## src/rtl/reg_file_pkg.sv

```systemverilog
// reg_file_pkg
// Shared declarations for the reg_file_scan register file slice.
//   dump_state_t : dump port FSM states (IDLE, SCAN)
//   FLAG_*       : bit positions of the ALU flags in flag_in / flags_out
package reg_file_pkg;

    typedef enum logic {
        IDLE = 1'b0,
        SCAN = 1'b1
    } dump_state_t;

    localparam int FLAG_SCRY = 0;
    localparam int FLAG_NGTV = 1;
    localparam int FLAG_ZERO = 2;

endpackage

```

## src/rtl/reg_file_dump_fsm.sv

```systemverilog
// reg_file_dump_fsm
// Sequencer for the register dump port. Walks an index from 0 to 2**PW-1,
// advancing one step per valid/ready handshake, then returns to IDLE.
// Ports:
//   clk, reset  : clock, synchronous active-high reset
//   dump_req    : start request, sampled only in IDLE
//   dump_ready  : consumer accepts the current beat
//   dump_busy   : a dump is in progress
//   dump_valid  : current beat is valid
//   dump_last   : current beat is the final address
//   index       : address of the current beat, fed to the storage array
module reg_file_dump_fsm
    import reg_file_pkg::*;
#(
    parameter int PW = 3
) (
    input  logic          clk,
    input  logic          reset,
    input  logic          dump_req,
    input  logic          dump_ready,
    output logic          dump_busy,
    output logic          dump_valid,
    output logic          dump_last,
    output logic [PW-1:0] index
);

    dump_state_t   state_q, state_d;
    logic [PW-1:0] index_q, index_d;

    always_ff @(posedge clk) begin
        if (reset) begin
            state_q <= IDLE;
            index_q <= '0;
        end else begin
            state_q <= state_d;
            index_q <= index_d;
        end
    end

    // Valid depends only on the registered state, so there is no path from
    // dump_ready to dump_valid. The index wraps to 0 after the last beat,
    // leaving it ready for the next dump.
    always_comb begin
        state_d    = state_q;
        index_d    = index_q;
        dump_busy  = 1'b0;
        dump_valid = 1'b0;
        dump_last  = 1'b0;
        case (state_q)
            IDLE: begin
                if (dump_req) begin
                    state_d = SCAN;
                    index_d = '0;
                end
            end
            SCAN: begin
                dump_busy  = 1'b1;
                dump_valid = 1'b1;
                dump_last  = (index_q == {PW{1'b1}});
                if (dump_ready) begin
                    index_d = index_q + PW'(1);
                    if (dump_last) begin
                        state_d = IDLE;
                    end
                end
            end
            default: begin
                state_d = IDLE;
                index_d = '0;
            end
        endcase
    end

    assign index = index_q;

endmodule

```

## src/rtl/reg_file_scan.sv

```systemverilog
// reg_file_scan
// 2**PW x DW register file with two combinational read ports, one clocked
// write port, an NFLAG-bit ALU flag register with per-flag write enables,
// and a valid/ready dump port that streams every register in address order.
// Optional feature macro: REGFILE_BYPASS_EN (same-cycle write/flag forwarding
// to the read ports and flags_out; the dump port is never forwarded).
// Ports:
//   clk, reset             : clock, synchronous active-high reset
//   wr_en/wr_addr/wr_data  : register write port
//   flag_we/flag_in        : per-flag write enables and new flag values
//   rd_addr_a/rd_addr_b    : read addresses
//   rd_data_a/rd_data_b    : combinational read data
//   flags_out              : stored (or forwarded) flags
//   dump_req               : start a dump
//   dump_busy/dump_valid   : dump in progress / beat valid
//   dump_ready             : consumer accepts beat
//   dump_addr/dump_data    : current beat address and register contents
//   dump_last              : current beat is address 2**PW-1
module reg_file_scan
    import reg_file_pkg::*;
#(
    parameter int DW    = 8,
    parameter int PW    = 3,
    parameter int NFLAG = 3
) (
    input  logic             clk,
    input  logic             reset,
    input  logic             wr_en,
    input  logic [PW-1:0]    wr_addr,
    input  logic [DW-1:0]    wr_data,
    input  logic [NFLAG-1:0] flag_we,
    input  logic [NFLAG-1:0] flag_in,
    input  logic [PW-1:0]    rd_addr_a,
    input  logic [PW-1:0]    rd_addr_b,
    output logic [DW-1:0]    rd_data_a,
    output logic [DW-1:0]    rd_data_b,
    output logic [NFLAG-1:0] flags_out,
    input  logic             dump_req,
    output logic             dump_busy,
    output logic             dump_valid,
    input  logic             dump_ready,
    output logic [PW-1:0]    dump_addr,
    output logic [DW-1:0]    dump_data,
    output logic             dump_last
);

    localparam int DEPTH = 1 << PW;

    logic [DW-1:0]    core [DEPTH];
    logic [NFLAG-1:0] flags_q;
    logic [PW-1:0]    dump_index;

    always_ff @(posedge clk) begin
        if (reset) begin
            for (int i = 0; i < DEPTH; i++) begin
                core[i] <= '0;
            end
        end else if (wr_en) begin
            core[wr_addr] <= wr_data;
        end
    end

    // Each flag bit holds unless its own write enable is set.
    always_ff @(posedge clk) begin
        if (reset) begin
            flags_q <= '0;
        end else begin
            flags_q <= (flag_we & flag_in) | (~flag_we & flags_q);
        end
    end

    always_comb begin
        rd_data_a = core[rd_addr_a];
        rd_data_b = core[rd_addr_b];
        flags_out = flags_q;
`ifdef REGFILE_BYPASS_EN
        if (wr_en && (rd_addr_a == wr_addr)) begin
            rd_data_a = wr_data;
        end
        if (wr_en && (rd_addr_b == wr_addr)) begin
            rd_data_b = wr_data;
        end
        flags_out = (flag_we & flag_in) | (~flag_we & flags_q);
`endif
    end

    reg_file_dump_fsm #(
        .PW(PW)
    ) u_dump_fsm (
        .clk       (clk),
        .reset     (reset),
        .dump_req  (dump_req),
        .dump_ready(dump_ready),
        .dump_busy (dump_busy),
        .dump_valid(dump_valid),
        .dump_last (dump_last),
        .index     (dump_index)
    );

    // The dump reads live storage, so a write to the stalled index shows up
    // on the following cycle. Address and data are zeroed outside a dump.
    assign dump_addr = dump_valid ? dump_index : '0;
    assign dump_data = dump_valid ? core[dump_index] : '0;

endmodule

```

## config.mk

```make
export PLATFORM = sky130hd
export DESIGN_NAME = reg_file_scan
export DESIGN_NICKNAME = d
export VERILOG_FILES = /design/src/rtl/reg_file_pkg.sv /design/src/rtl/reg_file_dump_fsm.sv /design/src/rtl/reg_file_scan.sv
export SDC_FILE = /design/constraint.sdc
export NUM_CORES = 1
export LEC_CHECK = 0
export BUFFER_PORTS_ARGS = -buffer_cell sky130_fd_sc_hd__buf_2
export CORE_MARGIN = 2
export CORE_UTILIZATION = 35
export DETAILED_ROUTE_END_ITERATION = 16
export GPL_TIMING_DRIVEN = 0
export HOLD_SLACK_MARGIN = 0.06
export MAX_ROUTING_LAYER = met4
export PLACE_DENSITY = 0.61
export SLEW_MARGIN = 20
export SYNTH_ARGS = -nofsm -noshare
export SYNTH_HDL_FRONTEND = slang
export SYNTH_SLANG_ARGS = --single-unit
```

## constraint.sdc

```tcl
create_clock -name clk -period 1.98 [get_ports clk]
set_clock_uncertainty 0.05 [all_clocks]
set_input_delay 0.396 -clock clk [delete_from_list [all_inputs] [get_ports clk]]
set_output_delay 0.396 -clock clk [all_outputs]
set_load 0.02 [all_outputs]
```

-- After elaboration in Yosys (flattened, before gate mapping)
Memory sizes are Yosys's and may differ from the RTL's. A register that Yosys moved wholly into a read port is not among the register bits.
Index checks and enable logic that the tools add are counted.
- bits in writable memories: 64
- bits of input ports: 28
- logic and storage cells: 36
- register bits: 7
- output and inout port bits: 33
- memories kept: 1
- equal/unequal tests: 3
- bitwise gates (word level): 5
- mux-type cells: 21
- add/subtract/negate cells: 1
- reductions and logical operators: 2
- memory list (name ; depth ; bits a word ; rd ports ; clocked after Yosys merged registers in ; wr ports ; line ; text):
    core ; 8 ; 8 ; 3 ; 1 ; 8 ; reg_file_scan.sv:49 ; logic [DW-1:0] core [DEPTH];
- operators with widths (operator ; number):
    2-to-1 mux 3 bit ; 6
    2-to-1 mux 8 bit ; 2
    2-to-1 mux 1 bit ; 11
    OR reduction 8 bit ; 1
    bitwise AND 3 bit ; 2
    one-hot mux 3 bit (2 select lines) ; 1
    inequality test 2 bit, second input constant ; 2
    adder 3 x 1 -> 3 bit, second input constant ; 1
    == test 3 bit, second input constant ; 1
    NOT 3 bit ; 1
    bitwise OR 3 bit ; 1
    one-hot mux 1 bit (2 select lines) ; 1
    AND reduction 2 bit ; 1
    NOT 1 bit ; 1

-- Depth between registers and ports, before layout
- word-level depth: 5
- gate-level depth with buffers: 5
- depth with buffers taken out: 4

-- Modules after synthesis
From an unflattened synthesis, not the netlist that was laid out.
- cells, all modules: 297
- area, all modules: 4403.0 sq um
- modules (own cells, without submodules) (module ; cells each ; sequential area each (sq um) ; area each (sq um) ; times used):
    reg_file_scan ; 276 ; 1981.9 ; 4195.3 ; 1
    reg_file_dump_fsm ; 21 ; 80.1 ; 207.7 ; 1

-- Least setup slack after synthesis
No wires, ideal clock.
- kind: in2out
- from: input rd_addr_a[0]
- to: output rd_data_a[0]
- required time: 1534 ps
- path slack: 43 ps
- data arrival time: 1491 ps
- stages on the path: 4
- buffers on the path: 2
- cell sequence: buf_6 -> buf_12 -> mux4_1 -> mux2_2
- cells in the longest elaborated chain, start to end: 1
- RTL lines (what ; line ; text):
    from (decl) ; reg_file_scan.sv:33 ; input logic [PW-1:0] rd_addr_a,
    memory read (8 x 8 bit) ; n/a ;
    to (decl) ; reg_file_scan.sv:35 ; output logic [DW-1:0] rd_data_a,
Every way passes these cells.

==> metrics.md <==
| Metric | Value |
|---|---|
| Status | finished, violations left |
| Violated checks | setup timing |
| Yosys top cell area share | 43.6% |
| Post-synth top area cell | edfxtp_1 |
| Period utilization | 117% |
| Crit end category | output pin |
| WL per Instance | around 20 µm |
| Share of post-route cells with drive strength above 1 | 46.3% |
| Worst Max-Slew Pin Slew | between 700 and 800 ps |
| Crit Path Category | flip-flop to output pin |
| Filler Cell Count | roughly 1,100 |
| Final hold violations | 0 |
| MaxCap Viol Count | 0 |
| Grt total ovfl | 0 |
| GRT met2 Usage | 26.4% |
| Fin area | 5350 µm² |
| CP max stage cell | mux4_2 |
| Min Tclk post-route | 2310 ps |
| Rel. slew slack | 50.2% |
| Largest net degree at the start of global routing | 13 |
| Vias per cell | 5.09 |
| Synth Cell Area | 4410 µm² |
| Met3 GRT Util | 2.39% |
| VDD IR max | 422 µV |
| First-pass GRT wire length | 15.6 mm |
| Drt pass-1 iters | 5 |
| Crit-path max FO | 5 |
| Most frequent cells in the layout | and2_1, edfxtp_1, mux4_2 |
| Yosys reg bits | 74 |
| Unrepaired setup endpoints after global routing | yes |
| CTS root buf | clkbuf_16 |
| Count of unique library cells instantiated by Yosys | 26 |
| Clk buf depth | 2 |
| Hold bufs inserted after CTS | 0 |
| CP Launch Type | flip-flop |
| Max Slew Vio Count | 0 |
| Worst path bufs/invs | 3 |
| Power consumption | 0.00401 W |
| Commonest non-fill, non-tap cell in the layout | and2_1 |
| Lkg Pwr | 1.99 nW |
| Critical Path RT | 1530 ps |
| Number of CTS-inserted buffers | 9 |
| Htree depth | 3 |
| Layout area overhead | 21.3% |
| # DRC | 0 |
| Gpl congestion | 0.809 |
| IO Pins | 61 |
| Global Route Usage Sum | 16.3% |
| CTS tree | built |
| Ys Warns | 0 |
| Die Ht | approximately 120 µm |
| Nets | 378 |
| # diodes | 0 |
| Met1 Use GR | 21.6% |
| CP max stage delay | roughly 500 ps |
| Dpl cells | approximately 510 |
| Worst setup margin | -329 ps |
| Sequential share of the synthesized area | between 40% and 50% |
| Post-route ant nets | 0 |
| CTS sink count | 74 |
| Worst hold path class | primary input to flip-flop |
| Die area | approximately 14,000 µm² |
| Detailed-placement wirelength estimate | between 7 and 8 mm |
| Vias in the first global route | 2,646 |
| Final setup viols | 24 |
| Post-placement cell area | 4900 µm² |
| PD cells | 749 nW/µm² |
| Clk_lat worst skew | ~330 ps |
| Syn Nets | 310 |
| Synth Instances | 280 |
| Total core area | 12,500 µm² |
| Final wirelength | 10.3 mm |
| Starting Density | 35.4% |
| Initial antenna violation count | 0 |
| Crit path arrival time | around 1900 ps |
| Reg area | 2120 µm² |
| Crit-path cells | buf_8, buf_12, mux4_2, mux2i_2, nor2_1, buf_4 |
| Critical path's top delay family | multiplexers |
| Non-filler cells, final | about 520 |
| Initial DRC Count | 180 |
| Die W | 116 µm |
| Busiest layer in global routing | met2 |
| PortBufs | 54 |
| Routed vias | about 2,700 |
| Multi-input gate area | between 2000 and 2500 µm² |
| Synthesized area per cell | ~16 µm² |
| Fmax | 0.433 GHz |
| Row count | 41 |
| Synth top area cells | edfxtp_1, mux4_1, mux4_2 |
| Clk slew on worst S/H paths | 60 ps |
cell type report:
class                   count  area share [%]
plain buffers              17            2.99
clock buffers              10            4.28
clock inverters             5           0.608
inverters                   1          0.0701
multi-input cells         187            39.7
flip-flops and latches     74            39.7
well taps                 172            4.02
repair buffers             58            8.65
sequential cells by signal, summed over array words and instances, names as in the netlist, named ones only:
| signal | count |
|---|---|
| core | 64 |
| u_dump_fsm.index | 3 |
| u_dump_fsm.state_q | 1 |
stage by stage:
step	util, %	worst slack (ps)	hold WS, ps	setup TNS (ps)
4_1_cts	42.7	-329	246	-4400
2_1_floorplan	-	42.9	416	0
3_5_place_dp	39.3	-494	434	-21390
6_report	42.9	-329	249	-4300
3_3_place_gp	39.3	-477	420	-19520
5_1_grt	42.9	-409	275	-5580
metal layers:
layer,vias up,wire length [µm]
met2,99,5220
li1,1223,-
met1,1334,4350
met5,-,0
met3,11,632
met4,0,114
worst reg2reg max path: stages, from the launching register on:
cell and delay, ps:
dfxtp_1 330, ha_1 210, ha_1 260, a32oi_1 190, nor2_1 70
path summary, 6_finish.rpt:
| path | from | end | slack (ps) | cells past startpoint |
|---|---|---|---|---|
| min reg2reg | flip-flop | flip-flop | 450 | 2 |
| max reg2reg | u_dump_fsm.index[0]$_SDFFE_PP0P_ | flip-flop | 730 | 4 |
| min | flag_in[0] | flip-flop | 250 | 3 |
| max | flip-flop | dump_data[7] | -330 | 6 |
synth_stat cells:
master / count
ha_1: 2
buf_4: 3
mux2_2: 16
edfxtp_1: 64
or3b_2: 1
mux4_2: 19
a21oi_1: 1
dfxtp_1: 10
nor2_1: 20
buf_2: 3
nor3_2: 1
inv_1: 1
a32oi_1: 2
mux2i_1: 12
nor3_1: 1
clkbuf_1: 4
buf_1: 4
a311oi_1: 1
nand2_1: 2
nand3b_1: 2
and2_1: 68
or2_2: 8
buf_6: 2
mux4_1: 29
nand2b_1: 2
buf_12: 2
cell families (layout without fill, tap and decap cells):
| family | Yosys count | count (layout) | synth area share [%] |
|---|---|---|---|
| AND/OR/NAND/NOR | 105 | 105 | 13.8 |
| AO/OA/AOI/OAI | 4 | 4 | 0.709 |
| multiplexers | 76 | 76 | 33.8 |
| flip-flops | 74 | 74 | 48.1 |
| adder cells (fa/ha/maj) | 2 | 2 | 0.567 |
| buffers and inverters | 19 | 91 | 3.03 |
report_power, final:
| group | internal [W] | switching, W |
|---|---|---|
| Clock | 0.000837 | 0.000597 |
| Combinational | 0.000387 | 0.000313 |
| Sequential | 0.00179 | 0.0000840 |
| Total | 0.00302 | 0.000993 |
timing repair:
action                                  CTS  global route
setup buffers                             2             0
pin swaps                                 0             3
endpoints found under the setup margin   40            32
cloned                                    2             0
resized for setup                        91             9
Power figures use the tool's default switching activity.
